### config.mk
export PLATFORM = sky130hd
export DESIGN_NAME = adc_capture_ctrl
export DESIGN_NICKNAME = d
export VERILOG_FILES = /design/src/rtl/adc_capture_ctrl.sv
export SDC_FILE = /design/constraint.sdc
export NUM_CORES = 1
export LEC_CHECK = 0
export ABC_AREA = 1
export CAP_MARGIN = 25
export CORE_MARGIN = 4
export CORE_UTILIZATION = 60
export DETAILED_ROUTE_END_ITERATION = 10
export PLACE_DENSITY = 0.86
export SLEW_MARGIN = 20
export SYNTH_ARGS = -nofsm -noshare
export SYNTH_HDL_FRONTEND = slang
export SYNTH_SLANG_ARGS = --single-unit
### constraint.sdc
create_clock -name ad0_clk -period 5.64 [get_ports ad0_clk]
set_clock_uncertainty 0.2 [all_clocks]
set_input_delay 0.846 -clock ad0_clk [delete_from_list [all_inputs] [get_ports ad0_clk]]
set_output_delay 0.846 -clock ad0_clk [all_outputs]
set_load 0.02 [all_outputs]
### src/rtl/adc_capture_ctrl.sv
// Capture sequencer for the 8-bit ADC front end: flushes the sample FIFO, settles,
// arms a rising level-crossing trigger, then writes a fixed-length burst into the FIFO.
module adc_capture_ctrl #(
  parameter int RST_CYCLES    = 4,
  parameter int SETTLE_CYCLES = 8,
  parameter int LEN_W         = 16
) (
  input  logic             ad0_clk,
  input  logic             rst,
  input  logic             start,
  input  logic             abort,
  input  logic             trig_en,
  input  logic [7:0]       trig_level,
  input  logic [LEN_W-1:0] cap_len,
  input  logic [7:0]       ad_data,
  input  logic             fifo_full,
  input  logic             ack,
  output logic             fifo_rst,
  output logic             wr_en,
  output logic [7:0]       wr_data,
  output logic             busy,
  output logic             done,
  output logic             overflow
);

  typedef enum logic [2:0] {
    S_IDLE,
    S_FLUSH,
    S_SETTLE,
    S_ARMED,
    S_CAPTURE,
    S_DONE
  } state_t;

  state_t           state_q, state_d;
  logic [7:0]       d1_q, d2_q;
  logic [7:0]       dly_q, dly_d;
  logic [LEN_W-1:0] cnt_q, cnt_d;
  logic [LEN_W-1:0] len_q, len_d;
  logic             frst_q, frst_d;
  logic             wen_q, wen_d;
  logic [7:0]       wdata_q, wdata_d;
  logic             ovf_q, ovf_d;
  logic             trig_hit;
  logic             attempt;

  assign trig_hit = (d2_q < trig_level) && (d1_q >= trig_level);

  always_comb begin
    state_d = state_q;
    dly_d   = dly_q;
    cnt_d   = cnt_q;
    len_d   = len_q;
    frst_d  = 1'b0;
    wen_d   = 1'b0;
    wdata_d = wdata_q;
    ovf_d   = ovf_q;
    attempt = 1'b0;

    case (state_q)
      S_IDLE: begin
        if (start) begin
          state_d = S_FLUSH;
          len_d   = (cap_len == '0) ? LEN_W'(1) : cap_len;
          cnt_d   = '0;
          dly_d   = '0;
          ovf_d   = 1'b0;
          frst_d  = 1'b1;
        end
      end
      S_FLUSH: begin
        if (dly_q == 8'(RST_CYCLES - 1)) begin
          state_d = S_SETTLE;
          dly_d   = '0;
        end else begin
          frst_d = 1'b1;
          dly_d  = dly_q + 8'd1;
        end
      end
      S_SETTLE: begin
        if (dly_q == 8'(SETTLE_CYCLES - 1)) begin
          state_d = S_ARMED;
          dly_d   = '0;
        end else begin
          dly_d = dly_q + 8'd1;
        end
      end
      S_ARMED:   attempt = !trig_en || trig_hit;
      S_CAPTURE: attempt = 1'b1;
      S_DONE: begin
        if (ack) state_d = S_IDLE;
      end
      default: state_d = S_IDLE;
    endcase

    // A full FIFO still consumes the slot so the burst length in cycles is fixed.
    if (attempt) begin
      cnt_d   = cnt_q + LEN_W'(1);
      state_d = (cnt_q == len_q - LEN_W'(1)) ? S_DONE : S_CAPTURE;
      if (fifo_full) begin
        ovf_d = 1'b1;
      end else begin
        wen_d   = 1'b1;
        wdata_d = d1_q;
      end
    end

    if (abort) begin
      state_d = S_IDLE;
      dly_d   = dly_q;
      cnt_d   = cnt_q;
      len_d   = len_q;
      frst_d  = 1'b0;
      wen_d   = 1'b0;
      wdata_d = wdata_q;
      ovf_d   = ovf_q;
    end
  end

  always_ff @(posedge ad0_clk) begin
    if (rst) begin
      state_q <= S_IDLE;
      d1_q    <= '0;
      d2_q    <= '0;
      dly_q   <= '0;
      cnt_q   <= '0;
      len_q   <= '0;
      frst_q  <= 1'b0;
      wen_q   <= 1'b0;
      wdata_q <= '0;
      ovf_q   <= 1'b0;
    end else begin
      state_q <= state_d;
      d1_q    <= ad_data;
      d2_q    <= d1_q;
      dly_q   <= dly_d;
      cnt_q   <= cnt_d;
      len_q   <= len_d;
      frst_q  <= frst_d;
      wen_q   <= wen_d;
      wdata_q <= wdata_d;
      ovf_q   <= ovf_d;
    end
  end

  assign fifo_rst = frst_q;
  assign wr_en    = wen_q;
  assign wr_data  = wdata_q;
  assign overflow = ovf_q;
  assign busy     = (state_q != S_IDLE);
  assign done     = (state_q == S_DONE);

endmodule

==> results of run 1 <==
## area by class of cell
cell class,instances,area (µm²)
multi-input combinational,406,2170
fill,511,1690
sequential,70,1400
timing repair buffer,53,526
inverter,89,334
clock buffer,9,124
clock inverter,7,121
tap,77,96.3
## path summary, 6_finish.rpt
check / slack (ns) / cells after the start / end / start
worst max register to register: 3.11 / 15 / cnt_q[1]$_SDFFE_PP0P_ / d1_q[0]$_SDFF_PP0_
worst min-delay path: 0.24 / 2 / d2_q[2]$_SDFF_PP0_ / d1_q[2]$_SDFF_PP0_
worst min register to register: 0.24 / 2 / d2_q[2]$_SDFF_PP0_ / d1_q[2]$_SDFF_PP0_
worst max-delay path: 2.46 / 16 / cnt_q[1]$_SDFFE_PP0P_ / trig_level[3]
## Yosys cell counts, drive strengths merged
master,number
a31oi,1
a21boi,1
nor4,8
a21oi,29
nand4,10
xor2,18
o21bai,2
o21ai,25
xnor2,5
nor3b,2
ha,18
clkbuf,12
or2,3
inv,88
o211ai,14
clkinv,1
o21a,2
buf,13
a211oi,10
dfxtp,70
xnor3,1
a221oi,1
nand2,102
nor3,8
nand3,43
nor2,103
## metal layers
layer,global-route usage,vias to the layer above
met5,0,-
met4,0.0842,0
met3,0.0576,21
met2,0.436,101
met1,0.277,1751
li1,-,1978
## layout by cell type (no fill, tap or decap), types with 3 or more instances in the layout
cell / synthesis / layout
xor2_1: 18 / 18
nor2_1: 98 / 98
xnor2_1: 5 / 5
nand4_1: 10 / 10
a211oi_1: 10 / 10
nor4_1: 8 / 8
a21oi_1: 29 / 29
o211ai_1: 14 / 14
nor3_1: 6 / 6
bufinv_16: 0 / 3
clkdlybuf4s50_1: 0 / 51
nand2_2: 3 / 3
o21ai_0: 22 / 22
dfxtp_1: 70 / 70
ha_1: 18 / 18
nand3_1: 42 / 42
inv_1: 86 / 86
clkbuf_8: 0 / 9
nor2_2: 5 / 5
nand2_1: 98 / 98
## sequential cells by signal (all words and copies together), names as in the netlist
register / flops
cnt_q: 16
d1_q: 8
fifo_rst: 1
overflow: 1
wr_data: 8
wr_en: 1
state_q: 3
len_q: 16
dly_q: 8
d2_q: 8
## power by group through the flow
stage	clock network [mW]	logic [mW]	registers (mW)
floorplan	0	0.138	0.535
CTS	0.505	0.201	0.527
detailed placement	0	0.198	0.538
global placement	0	0.191	0.538
global route	0.525	0.231	0.530
finish	0.501	0.202	0.527
## cells by family after synthesis
group / Yosys count / share of synthesized area
flip-flops: 70 / 0.347
buffers and inverters: 114 / 0.116
AND/OR/NAND/NOR: 279 / 0.301
AO/OA/AOI/OAI: 85 / 0.126
adder cells (fa/ha/maj): 18 / 0.0558
XOR/XNOR: 24 / 0.0555
## worst register-to-register path: cells and delay by family (launching register included)
| kind | cells | cell delay, ns |
|---|---|---|
| compound gates | 1 | 0.07 |
| fa+ha+maj | 1 | 0.29 |
| buf+inv | 1 | 0.07 |
| flops | 1 | 0.33 |
| simple gates | 12 | 1.43 |
## stage by stage
stage | hold slack [ns] | util | worst slack, ns
after floorplan | 0.217 | - | 3.16
after global placement | 0.226 | 0.701 | 2.26
after detailed placement | 0.232 | 0.701 | 2.15
after CTS | 0.238 | 0.739 | 2.50
after global routing | 0.254 | 0.739 | 2.28
final | 0.237 | 0.739 | 2.46
==> reports/qor.yml, run 1 <==
run_status:
  status: "finished, final reports clean"
place:
  place_hpwl_um: 6770
  place_congestion: 0.857
  io_buffers: 51
  dpl_cell_area_um2: 4530
  dp_cells: 695
clock_network:
  cts_setup_buffers: 0
  path_clk_slew_ns: 0.08
  h-tree-depth: 3
  numCtsBuffers: 9
  clock-sinks: 70
  cts_root_buf: "clkbuf_8"
  cts_resized: 0
  clock_path_buffers: 2
  hold_buffers: 0
  cts_tree: "done"
  clk_latency_ns: 0.35
detailed_routing:
  drt_wl_total_um: 9740
  drc: 0
  wl_per_cell_um: 13.7
  ant_nets: 0
  drt-met1-wl_um: 4040
  wl_met3_um: 553
  vias_per_cell: 5.42
  via_count: 3851
  wl_met2_um: 4960
  dr.max_layer_used: "met4"
  firstDrtPassIters: 5
  initialDrtViolationCount: 298
timing:
  final_hold_viol_count: 0
  slew_viol_final: 0
  rsz0062_at_grt: "no"
  setup_viol_count_final: 0
  fmax_mhz: 315
  fin_setup_tns_ns: 0
  post-route-period-util: 0.563
  min_period_ns: 3.18
  relSlewSlack: 0.523
  worst_pin_slew_ns: 0.714
power_and_ir_drop:
  power.switching_mw: 0.339
  p_sw_frac: 0.275
  p_int_mw: 0.891
  peakVddDrop_mv: 0.187
  p_leak_nw: 2.17
  power_frac_seq: 0.429
  p_comb_frac: 0.164
  clkPwrFrac: 0.408
  total_power_mw: 1.23
  powerDensity_nw_per_um2: 258
synthesis:
  synth_fp_nets: 647
  synth_cell_type_count: 40
  syn_avg_cell_area_um2: 6.84
  yosys_warnings: 0
  ys_seq_area_frac: 0.347
  synth_area_um2: 4040
  ys_seq_elements: 70
  syn_inst: 590
  synth.top_cells.by_area: "dfxtp_1, nand2_1, nor2_1, inv_1, ha_1"
  synth.largest_area_cell: "dfxtp_1"
  yosys.area.top_type_share: 0.347
worst_setup_path:
  cpMaxStageDelayCell: "clkdlybuf4s50_1"
  critPathMaxStageDelay_ns: 0.45
  cpLargestDelayFamily: "simple AND/OR/NAND/NOR gates"
  crit_arrival_ns: 3.20
  endpoint_kind: "register"
  path_class: "in2reg"
  path_max_fanout: 20
  crit_required_ns: 5.66
  critical_path_buf_inv_count: 2
  critPathLaunchType: "primary input"
  cp_common_cell: "nand2_1"
  crit_chain: "clkdlybuf4s50_1, inv_1, ha_1, nand2_1, nor2_1, nor2_1, nand2_1, nand2_1, nand2_1, nand3_1, nand2_1, nand2_1, nand2_2, nand2_2, nand3_1, a21oi_1"
worst_hold_path:
  hold_class: "reg2reg"
grt:
  antenna_found_initial: 0
  grt_pass1_vias: 3594
  grt.total_usage: 0.241
  grt_overflow_total: 0
  grt_max_degree: 46
  grt_pass1_wl_um: 16300
finish:
  fin_nets: 686
  drive_above_1_share: 0.0552
  syn_to_final_growth_pct: 18.2
  layout.cells.non_filler: 711
  final_area_um2: 4770
  n_antenna_cell: 0
floorplan:
  start_util: 0.625
  rows: 29
  pin_count: 52
  dieHeight_um: 90.0
  die_x_um: 90.0
  die_area_um2: 8110
  coreArea_um2: 6460
job:
  maxCapViolCount: 0
Note: power is estimated with default switching activity, not from simulation.
==> run 2, diff against run 1 <==
Settings changed: CORE_UTILIZATION 60 to 50, PLACE_DENSITY 0.86 to 0.76.
Clock period 5.64 ns to 2.8 ns, I/O delays scaled along.
==> reports/qor.yml, run 2 (synthesis gave the netlist of run 1 again) <==
detailed_routing:
  initialDrtViolationCount: 229
  via_count: 3782
  vias_per_cell: 5.10
  wl_per_cell_um: 12.8
  ant_nets: 0
  drc: 0
  drt_wl_total_um: 9500
  firstDrtPassIters: 4
floorplan:
  coreArea_um2: 7810
  die_area_um2: 9580
  pin_count: 52
  dieHeight_um: 97.9
  rows: 32
  die_x_um: 97.9
  start_util: 0.517
worst_setup_path:
  critPathLaunchType: "primary input"
  r2r_end: "cnt_q[6]$_SDFFE_PP0P_"
  r2r_cells: 15
  crit_arrival_ns: 2.53
  path_class: "in2reg"
  crit_required_ns: 2.88
  endpoint_kind: "register"
  rr_startpoint: "d1_q[0]$_SDFF_PP0_"
  path_max_fanout: 17
  r2r_slack_ns: 0.61
clock_network:
  numCtsBuffers: 9
  clock_path_buffers: 2
  cts_tree: "done"
  path_clk_slew_ns: 0.08
  clk_latency_ns: 0.35
  cts_resized: 0
  h-tree-depth: 3
  hold_buffers: 0
  clock-sinks: 70
  cts_setup_buffers: 0
  cts_root_buf: "clkbuf_8"
worst_hold_path:
  hold-path-cell-count: 2
  hold_class: "reg2reg"
  min_from: "d1_q[6]$_SDFF_PP0_"
  hold_end: "d2_q[6]$_SDFF_PP0_"
job:
  maxCapViolCount: 0
timing:
  fin_setup_tns_ns: 0
  slew_viol_final: 0
  rsz0062_at_grt: "no"
  fin_hold_ws_ns: 0.244
  worst_pin_slew_ns: 0.505
  worst_slack_ns: 0.348
  relSlewSlack: 0.663
  min_period_ns: 2.45
  final_hold_viol_count: 0
  fmax_mhz: 408
  setup_viol_count_final: 0
  post-route-period-util: 0.876
power_and_ir_drop:
  power.switching_mw: 0.670
  powerDensity_nw_per_um2: 481
  p_sw_frac: 0.291
  clkPwrFrac: 0.362
  p_leak_nw: 2.17
  total_power_mw: 2.31
  p_comb_frac: 0.178
  p_int_mw: 1.64
  peakVddDrop_mv: 0.234
  power_frac_seq: 0.460
place:
  place_congestion: 0.846
  place_hpwl_um: 7000
  dpl_cell_area_um2: 4600
  pre_cts_slack_ns: 0.0198
  io_buffers: 51
  dp_cells: 725
finish:
  fin_nets: 691
  drive_above_1_share: 0.0626
  syn_to_final_growth_pct: 18.7
  reg_top3: "cnt_q x16, len_q x16"
  layout.cells.non_filler: 741
  layout_common_cells: "nand2_1, nor2_1, inv_1"
  final_area_um2: 4790
  n_antenna_cell: 0
  fin_util: 0.614
grt:
  grt_max_degree: 24
  grt_pass1_wl_um: 16200
  grt.total_usage: 0.202
  grt_overflow_total: 0
  antenna_found_initial: 0
  grt_pass1_vias: 3594
run_status:
  status: "finished, final reports clean"
==> run 2: changes by cell type in the layout (fill, tap and decap cells not counted), sizes merged <==
cell,change
buf,+5
bufinv,-2
clkbuf,+1
clkinv,+1
clkinvlp,+1
inv,-1
==> run 2: layer usage <==
layer	GRT usage	part of all wire
met1	0.247	0.44
met2	0.355	0.50
met3	0.0329	0.038
met4	0.0777	0.019
met5	0	0
==> run 2: layout make-up <==
class	instances	area, µm²
inverter	89	334
multi-input combinational	406	2170
timing repair buffer	58	563
sequential	70	1400
clock inverter	6	61.3
clock buffer	10	138
tap	102	128
fill	716	3010
==> run 2: worst max-delay path, stage by stage <==
cell and delay, ns:
clkdlybuf4s50_1 0.46, inv_1 0.06, ha_1 0.32, nand2_1 0.08, nor2_1 0.04, nor2_1 0.09, nand2_1 0.07, nand2_1 0.06
nand2_1 0.05, nand3_1 0.08, nand2_1 0.05, nand2_1 0.07, nand2_2 0.10, nand2_2 0.29, nand3_1 0.14, a21oi_1 0.15
==> run 2: worst max path at each step <==
stage	from	endpoint	slack, ns
after floorplan	trig_level[3]	state_q[2]$_SDFFE_PP0P_	0.75
after global placement	trig_level[3]	state_q[0]$_SDFFE_PP0P_	0.09
after detailed placement	trig_level[1]	cnt_q[6]$_SDFFE_PP0P_	0.02
after CTS	trig_level[1]	cnt_q[6]$_SDFFE_PP0P_	0.35
after global routing	trig_level[1]	cnt_q[6]$_SDFFE_PP0P_	0.15
final	trig_level[1]	cnt_q[6]$_SDFFE_PP0P_	0.35
==> run 2: power groups by stage <==
stage,Clock (mW),Combinational (mW),Sequential [mW]
after global placement,0,0.394,1.08
after detailed placement,0,0.406,1.08
after global routing,0.888,0.469,1.07
after CTS,0.843,0.411,1.06
final,0.836,0.410,1.06
after floorplan,0,0.279,1.08
==> run 3, diff against run 2 <==
Settings changed: MAX_ROUTING_LAYER set to met4.
==> reports/qor.yml, run 3 (synthesis gave the netlist of run 1 again) <==
run_status:
  status: "finished, final reports clean"
clock_network:
  numCtsBuffers: 9
  cts_resized: 0
  cts_tree: "done"
  clk_latency_ns: 0.35
  cts_root_buf: "clkbuf_8"
  cts_setup_buffers: 0
  h-tree-depth: 3
  hold_buffers: 0
  path_clk_slew_ns: 0.08
  clock_path_buffers: 2
  clock-sinks: 70
grt:
  grt.total_usage: 0.208
  grt_pass1_wl_um: 16200
  grt_max_degree: 24
  grt_pass1_vias: 3597
  antenna_found_initial: 0
  grt_overflow_total: 0
timing:
  rsz0062_at_grt: "no"
  fmax_mhz: 407
  setup_viol_count_final: 0
  fin_setup_tns_ns: 0
  worst_slack_ns: 0.340
  relSlewSlack: 0.667
  slew_viol_final: 0
  post-route-period-util: 0.878
  final_hold_viol_count: 0
  worst_pin_slew_ns: 0.495
  min_period_ns: 2.46
worst_setup_path:
  critical_path_buf_inv_count: 2
  crit_arrival_ns: 2.54
  cpLargestDelayFamily: "simple AND/OR/NAND/NOR gates"
  cp_common_cell: "nand2_1"
  path_class: "in2reg"
  critPathLaunchType: "primary input"
  r2r_cells: 15
  path_max_fanout: 17
  critPathMaxStageDelay_ns: 0.46
  cp.depth: 16
  crit_required_ns: 2.88
  endpoint_kind: "register"
  crit_chain: "clkdlybuf4s50_1, inv_1, ha_1, nand2_1, nor2_1, nor2_1, nand2_1, nand2_1, nand2_1, nand3_1, nand2_1, nand2_1, nand2_2, nand2_2, nand3_1, a21oi_1"
  cpMaxStageDelayCell: "clkdlybuf4s50_1"
detailed_routing:
  firstDrtPassIters: 4
  vias_per_cell: 5.11
  ant_nets: 0
  drc: 0
  drt_wl_total_um: 9490
  via_count: 3790
  wl_per_cell_um: 12.8
  initialDrtViolationCount: 225
floorplan:
  coreArea_um2: 7810
  pin_count: 52
  dieHeight_um: 97.9
  rows: 32
  die_area_um2: 9580
  die_x_um: 97.9
  start_util: 0.517
finish:
  syn_to_final_growth_pct: 18.7
  reg_top3: "cnt_q x16, len_q x16"
  n_antenna_cell: 0
  layout_common_cells: "nand2_1, nor2_1, inv_1"
  fin_nets: 691
  drive_above_1_share: 0.0626
worst_hold_path:
  hold-path-cell-count: 2
  hold_class: "reg2reg"
place:
  pre_cts_slack_ns: 0.0198
  io_buffers: 51
  place_hpwl_um: 7000
  place_congestion: 0.859
power_and_ir_drop:
  powerDensity_nw_per_um2: 481
  peakVddDrop_mv: 0.233
  p_leak_nw: 2.17
job:
  maxCapViolCount: 0
run 3: through the flow:
stage	utilization	total power, mW	cell area, µm²	instances	hold slack [ns]
finish	0.614	2.31	4790	741	0.243
global route	0.614	2.42	4790	741	0.269
floorplan	-	1.36	4040	590	0.217
global placement	0.589	1.48	4600	725	0.224
CTS	0.614	2.32	4790	741	0.240
detailed placement	0.589	1.49	4600	725	0.230
run 3: layout make-up:
| cell class | instances | area [µm²] |
|---|---|---|
| Clock buffer | 10 | 138 |
| Clock inverter | 6 | 61.3 |
| Fill cell | 716 | 3010 |
| Inverter | 89 | 334 |
| Multi-Input combinational cell | 406 | 2170 |
| Sequential cell | 70 | 1400 |
| Tap cell | 102 | 128 |
| Timing Repair Buffer | 58 | 563 |
run 3: final timing paths:
| path | end | start | slack, ns |
|---|---|---|---|
| worst min-delay path | d2_q[6]$_SDFF_PP0_ | d1_q[6]$_SDFF_PP0_ | 0.24 |
| worst min register to register | d2_q[6]$_SDFF_PP0_ | d1_q[6]$_SDFF_PP0_ | 0.24 |
| worst max register to register | cnt_q[6]$_SDFFE_PP0P_ | d1_q[0]$_SDFF_PP0_ | 0.61 |
| worst max-delay path | cnt_q[6]$_SDFFE_PP0P_ | trig_level[1] | 0.34 |
run 3: worst reg2reg max path: stages (launching register included):
cell	delay, ns
dfxtp_1	0.33
inv_1	0.06
ha_1	0.28
nand2_1	0.07
nor2_1	0.04
nor2_1	0.09
nand2_1	0.07
nand2_1	0.06
nand2_1	0.05
nand3_1	0.08
nand2_1	0.05
nand2_1	0.07
nand2_2	0.10
nand2_2	0.29
nand3_1	0.14
a21oi_1	0.15
run 3: report_power, final:
part	internal [mW]	leakage (nW)	total (mW)	switching, mW
Sequential	1.03	0.571	1.06	0.0302
Clock	0.433	0.102	0.835	0.402
Combinational	0.173	1.50	0.410	0.237
run 3: metal layers:
metal | global-route usage | routed length, µm | up-vias
li1 | - | - | 1985
met1 | 0.249 | 4180 | 1710
met2 | 0.355 | 4760 | 78
met3 | 0.0300 | 367 | 17
met4 | 0.0777 | 184 | 0
met5 | - | 0 | -
